## src/rtl/alu_ctrl_seq_if.sv

```systemverilog
// Handshake and decode bus between ID/EX and the ALU control sequencer.
interface alu_ctrl_seq_if #(
  parameter int unsigned CTRL_W = 5
);
  logic              flush;
  logic              in_valid;
  logic [5:0]        op;
  logic [5:0]        func;
  logic              in_ready;
  logic              out_valid;
  logic              out_ready;
  logic [CTRL_W-1:0] alu_ctrl;
  logic              multi_cycle;
  logic              busy;

  // Upstream/consumer side.
  modport master (
    output flush, in_valid, op, func, out_ready,
    input  in_ready, out_valid, alu_ctrl, multi_cycle, busy
  );

  // Sequencer side.
  modport slave (
    input  flush, in_valid, op, func, out_ready,
    output in_ready, out_valid, alu_ctrl, multi_cycle, busy
  );
endinterface

```

## src/rtl/alu_ctrl_seq.sv

```systemverilog
// ALU control decode with multi-cycle (MULT/DIV) sequencing.
// Holds a decoded ALU code until the EX stage takes it; MULT/DIV
// class ops spend L-1 cycles in BUSY before presenting their code.
module alu_ctrl_seq #(
  parameter int unsigned       CTRL_W     = 5,
  parameter logic [CTRL_W-1:0] ADD_CODE   = CTRL_W'(6'h20),
  parameter int unsigned       MUL_CYCLES = 4,
  parameter int unsigned       DIV_CYCLES = 8
) (
  input logic         clk,
  input logic         rst_n,
  alu_ctrl_seq_if.slave bus
);

  typedef enum logic [1:0] {S_IDLE, S_BUSY, S_VALID} state_t;

  state_t            r_state, w_state_nxt;
  logic [7:0]        r_cnt, w_cnt_nxt;
  logic [CTRL_W-1:0] r_code, w_code_nxt;
  logic              r_mc, w_mc_nxt;

  logic [CTRL_W-1:0] w_code;
  logic              w_is_mul, w_is_div;
  logic [7:0]        w_lat;
  logic              w_in_ready;
  logic              w_accept;

  // Decode opcode/func into the ALU code and latency class.
  always_comb begin
    if (bus.op == 6'h23 || bus.op == 6'h2B)
      w_code = ADD_CODE;
    else if (bus.op != 6'h00)
      w_code = bus.op[CTRL_W-1:0];
    else
      w_code = bus.func[CTRL_W-1:0];
    w_is_mul = (bus.op == 6'h00) && (bus.func == 6'h18 || bus.func == 6'h19);
    w_is_div = (bus.op == 6'h00) && (bus.func == 6'h1A || bus.func == 6'h1B);
    if (w_is_mul)
      w_lat = 8'(MUL_CYCLES);
    else if (w_is_div)
      w_lat = 8'(DIV_CYCLES);
    else
      w_lat = 8'd1;
  end

  assign w_in_ready = (r_state == S_IDLE) || ((r_state == S_VALID) && bus.out_ready);
  assign w_accept   = bus.in_valid && w_in_ready && !bus.flush;

  assign bus.in_ready    = w_in_ready;
  assign bus.out_valid   = (r_state == S_VALID);
  assign bus.busy        = (r_state == S_BUSY);
  assign bus.alu_ctrl    = r_code;
  assign bus.multi_cycle = r_mc;

  // Next-state, counter and held-output computation; flush overrides all.
  always_comb begin
    w_state_nxt = r_state;
    w_cnt_nxt   = r_cnt;
    w_code_nxt  = r_code;
    w_mc_nxt    = r_mc;
    if (bus.flush) begin
      w_state_nxt = S_IDLE;
      w_cnt_nxt   = '0;
      w_mc_nxt    = 1'b0;
    end else begin
      case (r_state)
        S_BUSY: begin
          if (r_cnt == 8'd0)
            w_state_nxt = S_VALID;
          else
            w_cnt_nxt = r_cnt - 8'd1;
        end
        S_VALID: begin
          if (bus.out_ready && !w_accept) begin
            w_state_nxt = S_IDLE;
            w_mc_nxt    = 1'b0;
          end
        end
        default: ;
      endcase
      // Accept shares one load path for IDLE and VALID-with-out_ready;
      // counter starts at L-2 so out_valid rises L cycles after accept.
      if (w_accept) begin
        w_code_nxt = w_code;
        w_mc_nxt   = w_is_mul || w_is_div;
        if (w_lat <= 8'd1) begin
          w_state_nxt = S_VALID;
          w_cnt_nxt   = '0;
        end else begin
          w_state_nxt = S_BUSY;
          w_cnt_nxt   = w_lat - 8'd2;
        end
      end
    end
  end

  // State and held-output registers with asynchronous reset.
  always_ff @(posedge clk or negedge rst_n) begin
    if (!rst_n) begin
      r_state <= S_IDLE;
      r_cnt   <= '0;
      r_code  <= '0;
      r_mc    <= 1'b0;
    end else begin
      r_state <= w_state_nxt;
      r_cnt   <= w_cnt_nxt;
      r_code  <= w_code_nxt;
      r_mc    <= w_mc_nxt;
    end
  end

endmodule

```

## src/flat_wrapper.sv

```systemverilog
// flat-port wrapper written by rule: the top's interface ports become plain ports
module alu_ctrl_seq_flat 
#(
  parameter int unsigned       CTRL_W     = 5,
  parameter logic [CTRL_W-1:0] ADD_CODE   = CTRL_W'(6'h20),
  parameter int unsigned       MUL_CYCLES = 4,
  parameter int unsigned       DIV_CYCLES = 8
)
  (clk, rst_n, bus_flush, bus_in_valid, bus_op, bus_func, bus_out_ready, bus_in_ready, bus_out_valid, bus_alu_ctrl, bus_multi_cycle, bus_busy);
  alu_ctrl_seq_if #(.CTRL_W(CTRL_W)) bus_i ();
  input logic clk;
  input logic rst_n;
  input wire logic [$bits(bus_i.flush)-1:0] bus_flush;
  input wire logic [$bits(bus_i.in_valid)-1:0] bus_in_valid;
  input wire logic [$bits(bus_i.op)-1:0] bus_op;
  input wire logic [$bits(bus_i.func)-1:0] bus_func;
  input wire logic [$bits(bus_i.out_ready)-1:0] bus_out_ready;
  output wire logic [$bits(bus_i.in_ready)-1:0] bus_in_ready;
  output wire logic [$bits(bus_i.out_valid)-1:0] bus_out_valid;
  output wire logic [$bits(bus_i.alu_ctrl)-1:0] bus_alu_ctrl;
  output wire logic [$bits(bus_i.multi_cycle)-1:0] bus_multi_cycle;
  output wire logic [$bits(bus_i.busy)-1:0] bus_busy;
  assign bus_i.flush = bus_flush;
  assign bus_i.in_valid = bus_in_valid;
  assign bus_i.op = bus_op;
  assign bus_i.func = bus_func;
  assign bus_i.out_ready = bus_out_ready;
  assign bus_in_ready = bus_i.in_ready;
  assign bus_out_valid = bus_i.out_valid;
  assign bus_alu_ctrl = bus_i.alu_ctrl;
  assign bus_multi_cycle = bus_i.multi_cycle;
  assign bus_busy = bus_i.busy;
  alu_ctrl_seq #(.CTRL_W(CTRL_W), .ADD_CODE(ADD_CODE), .MUL_CYCLES(MUL_CYCLES), .DIV_CYCLES(DIV_CYCLES)) u_core (.clk(clk), .rst_n(rst_n), .bus(bus_i));
endmodule
```

## config.mk

```make
export PLATFORM = sky130hd
export DESIGN_NAME = alu_ctrl_seq_flat
export DESIGN_NICKNAME = d
export VERILOG_FILES = /design/src/rtl/alu_ctrl_seq_if.sv /design/src/rtl/alu_ctrl_seq.sv /design/src/flat_wrapper.sv
export SDC_FILE = /design/constraint.sdc
export NUM_CORES = 1
export LEC_CHECK = 0
export CORE_MARGIN = 2
export CORE_UTILIZATION = 45
export CTS_BUF_LIST = sky130_fd_sc_hd__clkbuf_16
export CTS_CLUSTER_DIAMETER = 150
export DETAILED_ROUTE_END_ITERATION = 8
export HOLD_SLACK_MARGIN = 0.08
export PLACE_DENSITY = 0.75
export SYNTH_ARGS = -nofsm -noshare
export SYNTH_HDL_FRONTEND = slang
export SYNTH_SLANG_ARGS = --single-unit
```

## constraint.sdc

```tcl
create_clock -name clk -period 2.3 [get_ports clk]
set_clock_uncertainty 0.15 [all_clocks]
set_input_delay 0.345 -clock clk [delete_from_list [all_inputs] [get_ports clk]]
set_output_delay 0.345 -clock clk [all_outputs]
set_load 0.05 [all_outputs]
```

==> out/results.ini <==
[outcome]
status=finished clean

[floorplanning]
start_util=0.484
fp-row-count=16
coreArea_mm2=0.00198
fp.dieH_um=50.2
dieArea_mm2=0.00252
die_w_um=50.2
io_pins=26

[synthesis]
yosysWarnings=0
ys_seq_area_frac=0.417
async_flop_share=1.00
synth.avg_cell_area_um2=9.41
synth_edf_count=0
ys_seq_elements=16
synth_nets=121
netlist_area_um2=960
yosys_most_used_dff=dfrtp_1
syn_inst=102
yosysUniqueCellTypes=36

[flow_run]
drv_cap=0

[power]
p_clk_frac=0.394
p_leak_nw=0.585
netSwitchingPower_uw=263
p_int_uw=624
peakVddDrop_v=0.000690
seq_power_share=0.355
total_power_uw=887
p_per_area_mw_per_mm2=653
p_comb_frac=0.251
netSwitchingFraction=0.297

[min_path]
hold_class=input pin to async pin

[timing]
setup_violations=0
finalSetupTns_ns=0
fin_crit_ns=2.02
fin_crit_sh=0.876
worstMarginPinSlew_ns=0.504
hold_viol=0
slew_violations=0
whs_ns=0.265
rsz0062_at_grt=false
maxSlewHeadroom=0.663
max_freq_mhz=496

[drt]
wl_per_cell_um=14.2
postRouteAntennaNets=0
drt_pass1_iterations=4
vias=879
route.detailed.drc=0
drt-initial-drc-count=27
vias_per_cell=5.46
drt-total-wl_um=2290

[setup_path]
cp.arrival_ns=2.00
slowest_delay_ns=0.47
path_class=flip-flop to flip-flop
path_buf_inv=1
crit_slowest_cell=or3b_2
end_kind=flip-flop
worstPathRequired_ns=2.28
start_kind=flip-flop
cp_max_fo=4
cp_cell_sequence=inv_1, ha_1, or3b_2, a211oi_1, xnor2_1, nor2_1
critPathTopFamily=simple AND/OR/NAND/NOR gates

[finish]
layout.nets=154
layout_common_cells=clkdlybuf4s50_1 (22), dfrtp_1 (16), nor2_1 (11), a21oi_1 (11), nand2_1 (9)
areaGrowthSynthToFinish_pct=41.6
drive_gt1_frac=0.134
n_fill_cell=152
final_common_cell=clkdlybuf4s50_1
n_antenna_cell=0
stdcell_area_mm2=0.00136

[clock_network]
numCtsBuffers=3
postCtsSetupRepairBufs=0
numClockSinks=16
tritoncts=built
cts_resized=0
clockBufferDepth=2
holdBufCountCts=0
clockRootBuffer=clkbuf_16
clkTransAtPathRegs_ns=0.05
htreeDepth=1
insertion_delay_ns=0.25

[global_routing]
grt_usage=0.209
grt_antenna_before_repair=0
grt_max_degree=17
grt_pass1_wl_um=3830
gr-total-overflow=0
grt_pass1_vias=867

[place]
place_area_mm2=0.00128
place_congestion=0.815
dp_hpwl_um=1710
port-buffer-count=25

cells by family (layout without fill, tap and decap cells):
family,count (synthesis),after routing,synth area share
AOI/OAI and AO/OA,25,25,0.150
xor gates and xnor gates,3,3,0.0274
adders and majority gates,2,2,0.0261
buffers and inverters,6,38,0.0274
DFF,16,16,0.417
muxes,4,4,0.0430
and+or+nand+nor,46,46,0.309
registers in the layout, indices dropped and copies added, names as in the netlist:
register	count
u_core.bus.alu_ctrl	5
u_core.r_cnt	8
u_core.r_state	2
u_core.bus.multi_cycle	1
cell type report:
| class | count | area, um^2 | area share |
|---|---|---|---|
| clock inverter | 1 | 3.75 | 0.00276 |
| sequential | 16 | 400 | 0.295 |
| multi-input combinational | 80 | 533 | 0.392 |
| clock buffer | 3 | 75.1 | 0.0552 |
| inverter | 4 | 15.0 | 0.0110 |
| timing repair buffer | 30 | 298 | 0.219 |
| tap | 27 | 33.8 | 0.0249 |
power groups by stage:
| stage | logic (mW) | clock network (mW) | registers [mW] |
|---|---|---|---|
| floorplan | 0.0658 | 0 | 0.377 |
| global placement | 0.223 | 0 | 0.319 |
| detailed placement | 0.224 | 0 | 0.320 |
| CTS | 0.225 | 0.353 | 0.315 |
| global route | 0.236 | 0.364 | 0.318 |
| finish | 0.223 | 0.349 | 0.315 |
path summary, 6_finish.rpt:
check                           cells past startpoint                endpoint  slack (ns)                   start
worst min register to register                      2  u_core.bus.alu_ctrl[2]        0.34  u_core.bus.alu_ctrl[2]
min in group clk                                    2  u_core.bus.alu_ctrl[2]        0.34  u_core.bus.alu_ctrl[2]
worst max-delay path                                6         u_core.r_cnt[4]        0.28         u_core.r_cnt[0]
worst max register to register                      6         u_core.r_cnt[4]        0.28         u_core.r_cnt[0]
max in group asynchronous                           2  u_core.bus.alu_ctrl[0]        1.55                   rst_n
worst min-delay path                                2         u_core.r_cnt[6]        0.26                   rst_n
synth_stat cells (2+ instances only):
master,number,share of area
mux2i_1,3,0.031
nand4b_1,2,0.018
inv_1,4,0.016
dfrtp_1,16,0.42
xnor2_1,2,0.018
nand2b_1,4,0.026
nand2_1,9,0.035
nor2b_1,3,0.020
a21oi_1,11,0.057
a31oi_1,2,0.013
nand3_1,2,0.010
or3_1,3,0.020
ha_1,2,0.026
a211oi_1,2,0.016
o21ai_1,6,0.031
nor2_1,11,0.043
per-stage QoR:
step / util / instances / setup slack [ns]
2_1_floorplan: - / 102 / 0.491
3_3_place_gp: 0.645 / 157 / 0.103
3_5_place_dp: 0.645 / 157 / 0.0735
4_1_cts: 0.684 / 161 / 0.0709
5_1_grt: 0.686 / 161 / 0.161
6_report: 0.686 / 161 / 0.284
layer usage:
metal | routed length (um) | vias to the layer above | global-route usage
li1 | - | 428 | -
met1 | 940 | 422 | 0.252
met2 | 1170 | 23 | 0.336
met3 | 117 | 6 | 0.0565
met4 | 69 | 0 | 0.116
met5 | 0 | - | 0
No activity file was read; power rests on OpenSTA's default activity.
